==> src/rtl/gpu_timing_pkg.sv <==
// Raster timing shared by the GPU stages: region boundaries, default frame geometry,
// output widths and the visible game-area size.
package gpu_timing_pkg;

   localparam int X_W     = 9;
   localparam int Y_W     = 9;
   localparam int V_W     = 10;
   localparam int FRAME_W = 8;

   // Horizontal line in gpu_clk cycles: active, front porch, sync, back porch.
   localparam int H_ACTIVE_DEF     = 320;
   localparam int H_FRONT_LEN      = 8;
   localparam int H_SYNC_LEN       = 48;
   localparam int H_BACK_LEN       = 24;
   localparam int H_SYNC_START_DEF = H_ACTIVE_DEF + H_FRONT_LEN;
   localparam int H_SYNC_LAST_DEF  = H_SYNC_START_DEF + H_SYNC_LEN - 1;
   localparam int H_TOTAL_DEF      = H_SYNC_START_DEF + H_SYNC_LEN + H_BACK_LEN;

   // Vertical frame in physical lines; vblank begins at the first front-porch line.
   localparam int V_ACTIVE_DEF     = 480;
   localparam int V_FRONT_LEN      = 10;
   localparam int V_SYNC_LEN       = 2;
   localparam int V_BACK_LEN       = 33;
   localparam int V_SYNC_START_DEF = V_ACTIVE_DEF + V_FRONT_LEN;
   localparam int V_SYNC_LAST_DEF  = V_SYNC_START_DEF + V_SYNC_LEN - 1;
   localparam int V_TOTAL_DEF      = V_SYNC_START_DEF + V_SYNC_LEN + V_BACK_LEN;

   localparam int GAME_W_DEF = 256;
   localparam int GAME_H_DEF = 240;

   typedef enum logic [1:0] {
      REGION_ACTIVE,
      REGION_FRONT,
      REGION_SYNC,
      REGION_BACK
   } region_e;

   function automatic region_e region_of(input int pos, input int active,
                                         input int sync_start, input int sync_last);
      region_e region;
      if (pos < active)
         region = REGION_ACTIVE;
      else if (pos < sync_start)
         region = REGION_FRONT;
      else if (pos <= sync_last)
         region = REGION_SYNC;
      else
         region = REGION_BACK;
      return region;
   endfunction

endpackage

==> src/rtl/timing_axis_counter.sv <==
// One raster axis: wrapping position counter with a terminal-count strobe and a
// registered active-low sync flag that always matches the registered count.
module timing_axis_counter
   import gpu_timing_pkg::*;
#(
   parameter int WIDTH      = X_W,
   parameter int TOTAL      = H_TOTAL_DEF,
   parameter int ACTIVE     = H_ACTIVE_DEF,
   parameter int SYNC_START = H_SYNC_START_DEF,
   parameter int SYNC_LAST  = H_SYNC_LAST_DEF
) (
   input  logic             i_clk,
   input  logic             i_rst_n,
   input  logic             i_advance,
   output logic [WIDTH-1:0] o_count,
   output logic [WIDTH-1:0] o_count_next,
   output logic             o_terminal,
   output logic             o_sync_n
);

   localparam logic [WIDTH-1:0] L_LAST = WIDTH'(TOTAL - 1);

   logic [WIDTH-1:0] r_count;
   logic             r_sync_n;
   logic [WIDTH-1:0] w_count_next;
   logic             w_at_last;

   assign w_at_last  = (r_count == L_LAST);
   assign o_terminal = i_advance && w_at_last;

   always_comb begin
      w_count_next = r_count;
      if (i_advance)
         w_count_next = w_at_last ? '0 : r_count + WIDTH'(1);
   end

   // Sync is decoded from the next count so it lands in the same cycle as that count.
   always_ff @(posedge i_clk or negedge i_rst_n) begin
      if (!i_rst_n) begin
         r_count  <= '0;
         r_sync_n <= 1'b1;
      end else begin
         r_count  <= w_count_next;
         r_sync_n <= (region_of(int'(w_count_next), ACTIVE, SYNC_START, SYNC_LAST)
                      != REGION_SYNC);
      end
   end

   assign o_count      = r_count;
   assign o_count_next = w_count_next;
   assign o_sync_n     = r_sync_n;

endmodule

==> src/rtl/video_timing.sv <==
// Raster timing generator for the GPU: pixel/line counters, syncs, game-area visible
// flag, vblank interrupt with CPU acknowledge, and a completed-frame counter.
module video_timing
   import gpu_timing_pkg::*;
#(
   parameter int LINE_REPEAT  = 2,
   parameter int H_TOTAL      = H_TOTAL_DEF,
   parameter int V_TOTAL      = V_TOTAL_DEF,
   parameter int H_ACTIVE     = H_ACTIVE_DEF,
   parameter int H_SYNC_START = H_SYNC_START_DEF,
   parameter int H_SYNC_LAST  = H_SYNC_LAST_DEF,
   parameter int V_ACTIVE     = V_ACTIVE_DEF,
   parameter int V_SYNC_START = V_SYNC_START_DEF,
   parameter int V_SYNC_LAST  = V_SYNC_LAST_DEF,
   parameter int GAME_W       = GAME_W_DEF,
   parameter int GAME_H       = GAME_H_DEF
) (
   input  logic               gpu_clk,
   input  logic               rst,
   input  logic               irq_ack,
   output logic [X_W-1:0]     current_x,
   output logic [Y_W-1:0]     current_y,
   output logic               hsync,
   output logic               vsync,
   output logic               visible,
   output logic               vblank_irq,
   output logic [FRAME_W-1:0] frame_count
);

   if (LINE_REPEAT < 2) begin : g_bad_line_repeat
      $error("video_timing: LINE_REPEAT must be at least 2");
   end

   localparam logic [V_W-1:0] L_IRQ_LINE = V_W'(V_ACTIVE);
   localparam logic [V_W-1:0] L_REPEAT   = V_W'(LINE_REPEAT);
   localparam logic [X_W-1:0] L_GAME_W   = X_W'(GAME_W);
   localparam logic [Y_W-1:0] L_GAME_H   = Y_W'(GAME_H);

   logic [X_W-1:0]     w_hcount;
   logic [X_W-1:0]     w_hcount_next;
   logic [V_W-1:0]     w_vcount;
   logic [V_W-1:0]     w_vcount_next;
   logic               w_line_end;
   logic               w_frame_end;
   logic               w_hsync_n;
   logic               w_vsync_n;
   logic [Y_W-1:0]     w_row_next;
   logic               w_irq_set;

   logic [Y_W-1:0]     r_current_y;
   logic               r_visible;
   logic               r_vblank_irq;
   logic [FRAME_W-1:0] r_frame_count;

   timing_axis_counter #(
      .WIDTH      (X_W),
      .TOTAL      (H_TOTAL),
      .ACTIVE     (H_ACTIVE),
      .SYNC_START (H_SYNC_START),
      .SYNC_LAST  (H_SYNC_LAST)
   ) u_h_axis (
      .i_clk        (gpu_clk),
      .i_rst_n      (rst),
      .i_advance    (1'b1),
      .o_count      (w_hcount),
      .o_count_next (w_hcount_next),
      .o_terminal   (w_line_end),
      .o_sync_n     (w_hsync_n)
   );

   timing_axis_counter #(
      .WIDTH      (V_W),
      .TOTAL      (V_TOTAL),
      .ACTIVE     (V_ACTIVE),
      .SYNC_START (V_SYNC_START),
      .SYNC_LAST  (V_SYNC_LAST)
   ) u_v_axis (
      .i_clk        (gpu_clk),
      .i_rst_n      (rst),
      .i_advance    (w_line_end),
      .o_count      (w_vcount),
      .o_count_next (w_vcount_next),
      .o_terminal   (w_frame_end),
      .o_sync_n     (w_vsync_n)
   );

   assign w_row_next = Y_W'(w_vcount_next / L_REPEAT);

   // The set fires while the counters sit at the first vblank position, so an ack
   // sampled on that same edge loses to it.
   assign w_irq_set = (w_vcount == L_IRQ_LINE) && (w_hcount == '0);

   always_ff @(posedge gpu_clk or negedge rst) begin
      if (!rst) begin
         r_current_y   <= '0;
         r_visible     <= 1'b1;
         r_vblank_irq  <= 1'b0;
         r_frame_count <= '0;
      end else begin
         r_current_y <= w_row_next;
         r_visible   <= (w_hcount_next < L_GAME_W) && (w_row_next < L_GAME_H);
         if (w_irq_set)
            r_vblank_irq <= 1'b1;
         else if (irq_ack)
            r_vblank_irq <= 1'b0;
         if (w_frame_end)
            r_frame_count <= r_frame_count + FRAME_W'(1);
      end
   end

   assign current_x   = w_hcount;
   assign current_y   = r_current_y;
   assign hsync       = w_hsync_n;
   assign vsync       = w_vsync_n;
   assign visible     = r_visible;
   assign vblank_irq  = r_vblank_irq;
   assign frame_count = r_frame_count;

endmodule
==> config.mk <==
export PLATFORM = sky130hd
export DESIGN_NAME = video_timing
export DESIGN_NICKNAME = d
export VERILOG_FILES = /design/src/rtl/gpu_timing_pkg.sv /design/src/rtl/timing_axis_counter.sv /design/src/rtl/video_timing.sv
export SDC_FILE = /design/constraint.sdc
export NUM_CORES = 1
export LEC_CHECK = 0
export ABC_AREA = 0
export BUFFER_PORTS_ARGS = -buffer_cell sky130_fd_sc_hd__buf_4
export CAP_MARGIN = 40
export CORE_MARGIN = 2
export CORE_UTILIZATION = 49
export DETAILED_ROUTE_END_ITERATION = 16
export GPL_TIMING_DRIVEN = 0
export PLACE_DENSITY = 0.75
export RECOVER_POWER = 25
export SYNTH_ARGS = -nofsm -noshare
export SYNTH_HDL_FRONTEND = slang
export SYNTH_SLANG_ARGS = --single-unit
==> constraint.sdc <==
create_clock -name gpu_clk -period 2 [get_ports gpu_clk]
set_clock_uncertainty 0.1 [all_clocks]
set_input_delay 0.5 -clock gpu_clk [delete_from_list [all_inputs] [get_ports gpu_clk]]
set_output_delay 0.5 -clock gpu_clk [all_outputs]
set_load 0.02 [all_outputs]
# == After elaboration in Yosys (flattened, before gate mapping) ==
# Index checks and enable logic that the tools add are counted.
# op_classes
add_sub_neg,3
multipliers,0
n_div,0
magnitude_cmp,8
n_eq_ne,5
shift,0
n_mux,11
bitwise_logic,0
reduce_logical,5
# op_table
cell,n
$lt 9x9->1 const B,3
$lt 10x9->1 const B,2
$mux 10,2
$add 10x1->10 const B,1
$eq 10x10->1 const B,1
$eq 10x9->1 const B,1
$le 10x9->1 const B,1
$add 9x1->9 const B,1
$eq 9x9->1 const B,1
$le 9x9->1 const B,1
$logic_not 9->1,1
$lt 9x8->1 const B,1
$mux 9,1
$add 8x1->8 const B,1
$mux 2,4
$mux 1,4
$ne 2x2->1 const B,2
$logic_and 1x1->1,3
$reduce_bool 2->1,1
# totals
register_bits,40
latchBits,0
ram_bits,0
romBits,0
input_bits,3
out_inout_bits,30
wordCells,40
memories,0

# == Logic depth before layout (Yosys ltp) ==
# logic_depth
depth_word,8
mapped_depth,7
depth_no_buf,7

# == Modules after synthesis ==
# A second synthesis with hierarchy kept.
# hier_totals
cells_unflattened,179
hier_area_um2,1938.1
# by_module_without_submodules
module,instances,cells_per_inst,area_per_inst_um2,seq_area_each_um2
timing_axis_counter (u_v_axis),1,73,695.7,276.5
video_timing,1,49,690.7,476.7
timing_axis_counter (u_h_axis),1,57,551.8,251.5

# == Worst setup path after synthesis ==
# Ideal clock, no wire load.
# synth_timing
kind,register to register
start,"register u_h_axis.r_count[0], in the netlist u_h_axis.o_count[0]"
end,"register u_v_axis.r_sync_n, in the netlist u_v_axis.o_sync_n"
setup_time_ps,93
arrival_ps,2184
required_time_ps,1807
path_slack_ps,-378
path_stages_with_launch,8
n_path_buf,1
synth_period_minus_slack_ps,2378
path_cell_list,dfrtp_1 ha_1 nand3_1 or4_1 buf_2 or3_4 a211oi_2 nand4_1
# synth_via
elab_chain_len,7
elab_cells_between_ends,9
cone_classes,order compare: 3; eq/ne: 2; mux: 4
# synth_rtl
item,line,source
start: declaration,timing_axis_counter.sv:23,logic [WIDTH-1:0] r_count;
start signal: assignment,timing_axis_counter.sv:43,r_count <= w_count_next;
$eq 9x9->1 (*),timing_axis_counter.sv:28,assign w_at_last = (r_count == L_LAST);
$mux 10 (*),timing_axis_counter.sv:33,if (i_advance)
$le 10x9->1,gpu_timing_pkg.sv:45,else if (pos <= sync_last)
$mux 1,gpu_timing_pkg.sv:45,
$mux 2,gpu_timing_pkg.sv:43,else if (pos < sync_start)
$mux 2 (*),gpu_timing_pkg.sv:41,if (pos < active)
$ne 2x2->1 (*),timing_axis_counter.sv:45,!= REGION_SYNC);
end signal: assignment,timing_axis_counter.sv:44,"r_sync_n <= (region_of(int'(w_count_next), ACTIVE, SYNC_START, SYNC_LAST)"
end: declaration,timing_axis_counter.sv:24,logic r_sync_n;
# Mark *: on every way between the ends. The rest lies on a longest branch, timed or not.
# A chain may end at the register's enable or synchronous reset.

# == Final worst setup path ==
# layout_timing
start,"register u_h_axis.r_count[5], in the netlist u_h_axis.o_count[5]"
end,"register u_v_axis.r_sync_n, in the netlist u_v_axis.o_sync_n"
# The elaborated chain is that of the path after synthesis.

==> impl_results.md <==
- Status: complete, but fails checks
- Failing checks: negative setup slack
- CP Launch Type: flip-flop
- # clock sinks: 31
- Syn nets: 186
- Crit path arrival time: 2.52 ns
- Growth of design area from synthesis to finish: 39.44%
- Port bufs: 32
- Die ar.: 0.004020 sq mm
- Crit-path max FO: 4
- Post-detailed-route wirelength per cell: 16.64 um
- Worst-path clk slew: 0.10 ns
- Inserted Diodes: 0
- Post-Layout Cell Count: 286
- Number of max-cap violations: 0
- Fmax: 0.4228 GHz
- Minimum clock period: 2.365 ns
- Die Wd: 63.41 um
- Peak supply drop: 0.2995 mV
- Cell Chain, Critical Path: or3_4 -> or4_4 -> or3_4 -> a211oi_4 -> nand4_1
- Setup violators final: 18
- Mapped Cells: 177
- Gpl congestion: 0.8129
- Nets: 248
- CP Class: flip-flop to flip-flop
- Synth area leaders: dfrtp_1 (41%), dfstp_2 (4.6%), xor2_1 (4.6%)
- Core Footprint: 0.003363 sq mm
- Pwr dens: 430.3 mW/mm^2
- Total CTS buffers: 5
- Power, Total: 1038 uW
- Required @ worst endpoint: 2.16 ns
- Crit path buffers/inverters: 0
- Worst slew pin tran: 0.7659 ns
- Library cells used by synthesis: 45
- Design Area, Final: 0.002411 sq mm
- Tcrit/Tclk final: 118.3%
- I/O pin cnt: 33
- Final Hold Fails: 0
- Top cell type's share of synthesized area: 40.52%
- Standard-cell rows: 21
- Worst hold path type: input port to flip-flop
- GRT Overall Usage: 22.91%
- RSZ-0062 raised after global routing: yes
- Top_reg_cell synth: dfrtp_1
- Layout cell share with drive strength beyond 1: 43.75%
- DRT antenna net count: 0
- Max incr delay on CP: 0.46 ns
- Global-route wire length before repair: 7107 um
- Syn Area/Cell: 9.769 sq um
- DR vias/cell: 5.692
- Initial Utilization: 51.41%
- Die height: 63.41 um
- 1st-pass router iterations: 5
- Placed instance count: 256
- Vias in the first global route: 1,523
- H-tree depth: 2
- CTS tree: yes
- Routed vias: 1,628
- Crit-path slowest cell: or4_4
- Post-detail-place hpwl: 2752 um
- Post-synthesis sequential area ratio: 45.08%
- CTS max path bufs: 2
- Commonest non-fill, non-tap cells in the layout: buf_4 (57), dfrtp_1 (23), nand2_1 (14)
- Most common cell after layout, fill and taps aside: buf_4
- Rel. slew slack: 48.94%
- Setup crit end kind: flip-flop
- GR Overflow Total: 0
- Routed WL: 4758 um
- Clock latency on the worst-skew pair: 0.35 ns
- Synth Cell Area: 0.001729 sq mm
- Asr flop ratio synth: 100.0%
- Final Max Slew Viols: 0
- CTS Root Cell: clkbuf_4
- Flops & latches, synth: 31
- Most frequent CP cell: or3_4
- Fillers: 256
- Initial DRC Count: 143
- Number of synthesized flops with an enable pin: 0
- Top delay family on crit path: simple AND/OR/NAND/NOR gates
- Area of placed instances: 0.002057 sq mm
- Final Worst Setup Slack: -0.3654 ns
- Largest net degree at the start of global routing: 32
- Synth Warn #: 0
- Leakage: 0.001157 uW
- DRC: 0
- Top cell type by total area after synthesis: dfrtp_1
- Antenna violations before repair: 0
cells by family (layout without fill, tap and decap cells):
| kind of cell | count (synthesis) | after routing | share of synthesized area (%) |
|---|---|---|---|
| AOI/OAI and AO/OA | 28 | 28 | 11.29 |
| and+or+nand+nor | 73 | 73 | 23.59 |
| adders and majority gates | 6 | 6 | 4.341 |
| xor gates and xnor gates | 16 | 16 | 8.105 |
| DFF | 31 | 31 | 45.08 |
| buffers and inverters | 22 | 85 | 6.946 |
| muxes | 1 | 1 | 0.6512 |
per-layer routing:
metal  part of all wire [%]  track usage (%)  routed length (um)
met5                      0                0                   0
met4                    4.2            14.67                 200
met3                    6.2            5.536                 294
met2                     50            37.24                2360
met1                     40            27.00                1902
cells in the mapped netlist, types with 4 or more instances:
| master | number |
|---|---|
| dfrtp_1 | 28 |
| nand2_1 | 17 |
| nand4_1 | 10 |
| nor2_1 | 10 |
| buf_4 | 9 |
| o21ai_0 | 9 |
| xor2_1 | 9 |
| nand3_1 | 8 |
| inv_1 | 7 |
| xnor2_1 | 7 |
| and3_1 | 6 |
| ha_1 | 6 |
| nor3_1 | 4 |
path summary, 6_finish.rpt:
| path | startpoint | endpoint | slack, ns | cells after the start |
|---|---|---|---|---|
| min reg2reg | frame_count[7] | frame_count[7] | 0.39 | 1 |
| max in group asynchronous | rst | u_h_axis.o_count[1] | 0.62 | 2 |
| min | irq_ack | vblank_irq | 0.22 | 2 |
| max | u_h_axis.o_count[5] | u_v_axis.o_sync_n | -0.37 | 5 |
| min in group asynchronous | rst | frame_count[6] | 0.65 | 2 |
| max reg2reg | u_h_axis.o_count[5] | u_v_axis.o_sync_n | -0.37 | 5 |
worst register-to-register path, stage by stage (launching register included):
cell and delay (ns):
dfrtp_2 0.42, or3_4 0.40, or4_4 0.47, or3_4 0.42
a211oi_4 0.32, nand4_1 0.15
final cells by class:
| cell class | instances | area, sq um | area share, % |
|---|---|---|---|
| plain buffers | 13 | 88.84 | 3.684 |
| clock buffers | 7 | 55.05 | 2.283 |
| clock inverters | 1 | 5.005 | 0.2076 |
| inverters | 8 | 30.03 | 1.245 |
| multi-input cells | 124 | 942.2 | 39.08 |
| flip-flops and latches | 31 | 785.8 | 32.59 |
| well taps | 46 | 57.56 | 2.387 |
| repair buffers | 56 | 446.7 | 18.53 |
state kept, by name, indices dropped and copies added (netlist names):
signal / cells
current_y: 1
visible: 1
u_v_axis.o_count: 9
frame_count: 8
u_h_axis.o_count: 9
u_v_axis.o_sync_n: 1
vblank_irq: 1
u_h_axis.o_sync_n: 1
power breakdown:
part	switching [uW]	internal (uW)
combinational	12.2	3.22
sequential	0.0000000000000435	627
clock	225	170
total	238	800
through the flow:
| step | hold WS [ns] | setup WS, ns | setup TNS [ns] | util (%) |
|---|---|---|---|---|
| 2_1_floorplan | 0.1044 | -0.2142 | -0.7646 | - |
| 3_3_place_gp | 0.3508 | -0.5638 | -4.331 | 61.01 |
| 3_5_place_dp | 0.3549 | -0.3780 | -2.241 | 61.16 |
| 4_1_cts | 0.2153 | -0.2524 | -1.292 | 68.08 |
| 5_1_grt | 0.2081 | -0.4053 | -4.244 | 71.69 |
| 6_report | 0.2182 | -0.3654 | -2.773 | 71.69 |
timing repair:
action / in CTS / in global routing
hold endpoints to repair: 28 / 0
cloned: 0 / 0
setup endpoints to repair: 18 / 24
pin swaps: 8 / 14
setup buffers: 12 / 12
hold buffers: 1 / 0
resized for setup: 17 / 19
No activity file was read; power rests on OpenSTA's default activity.
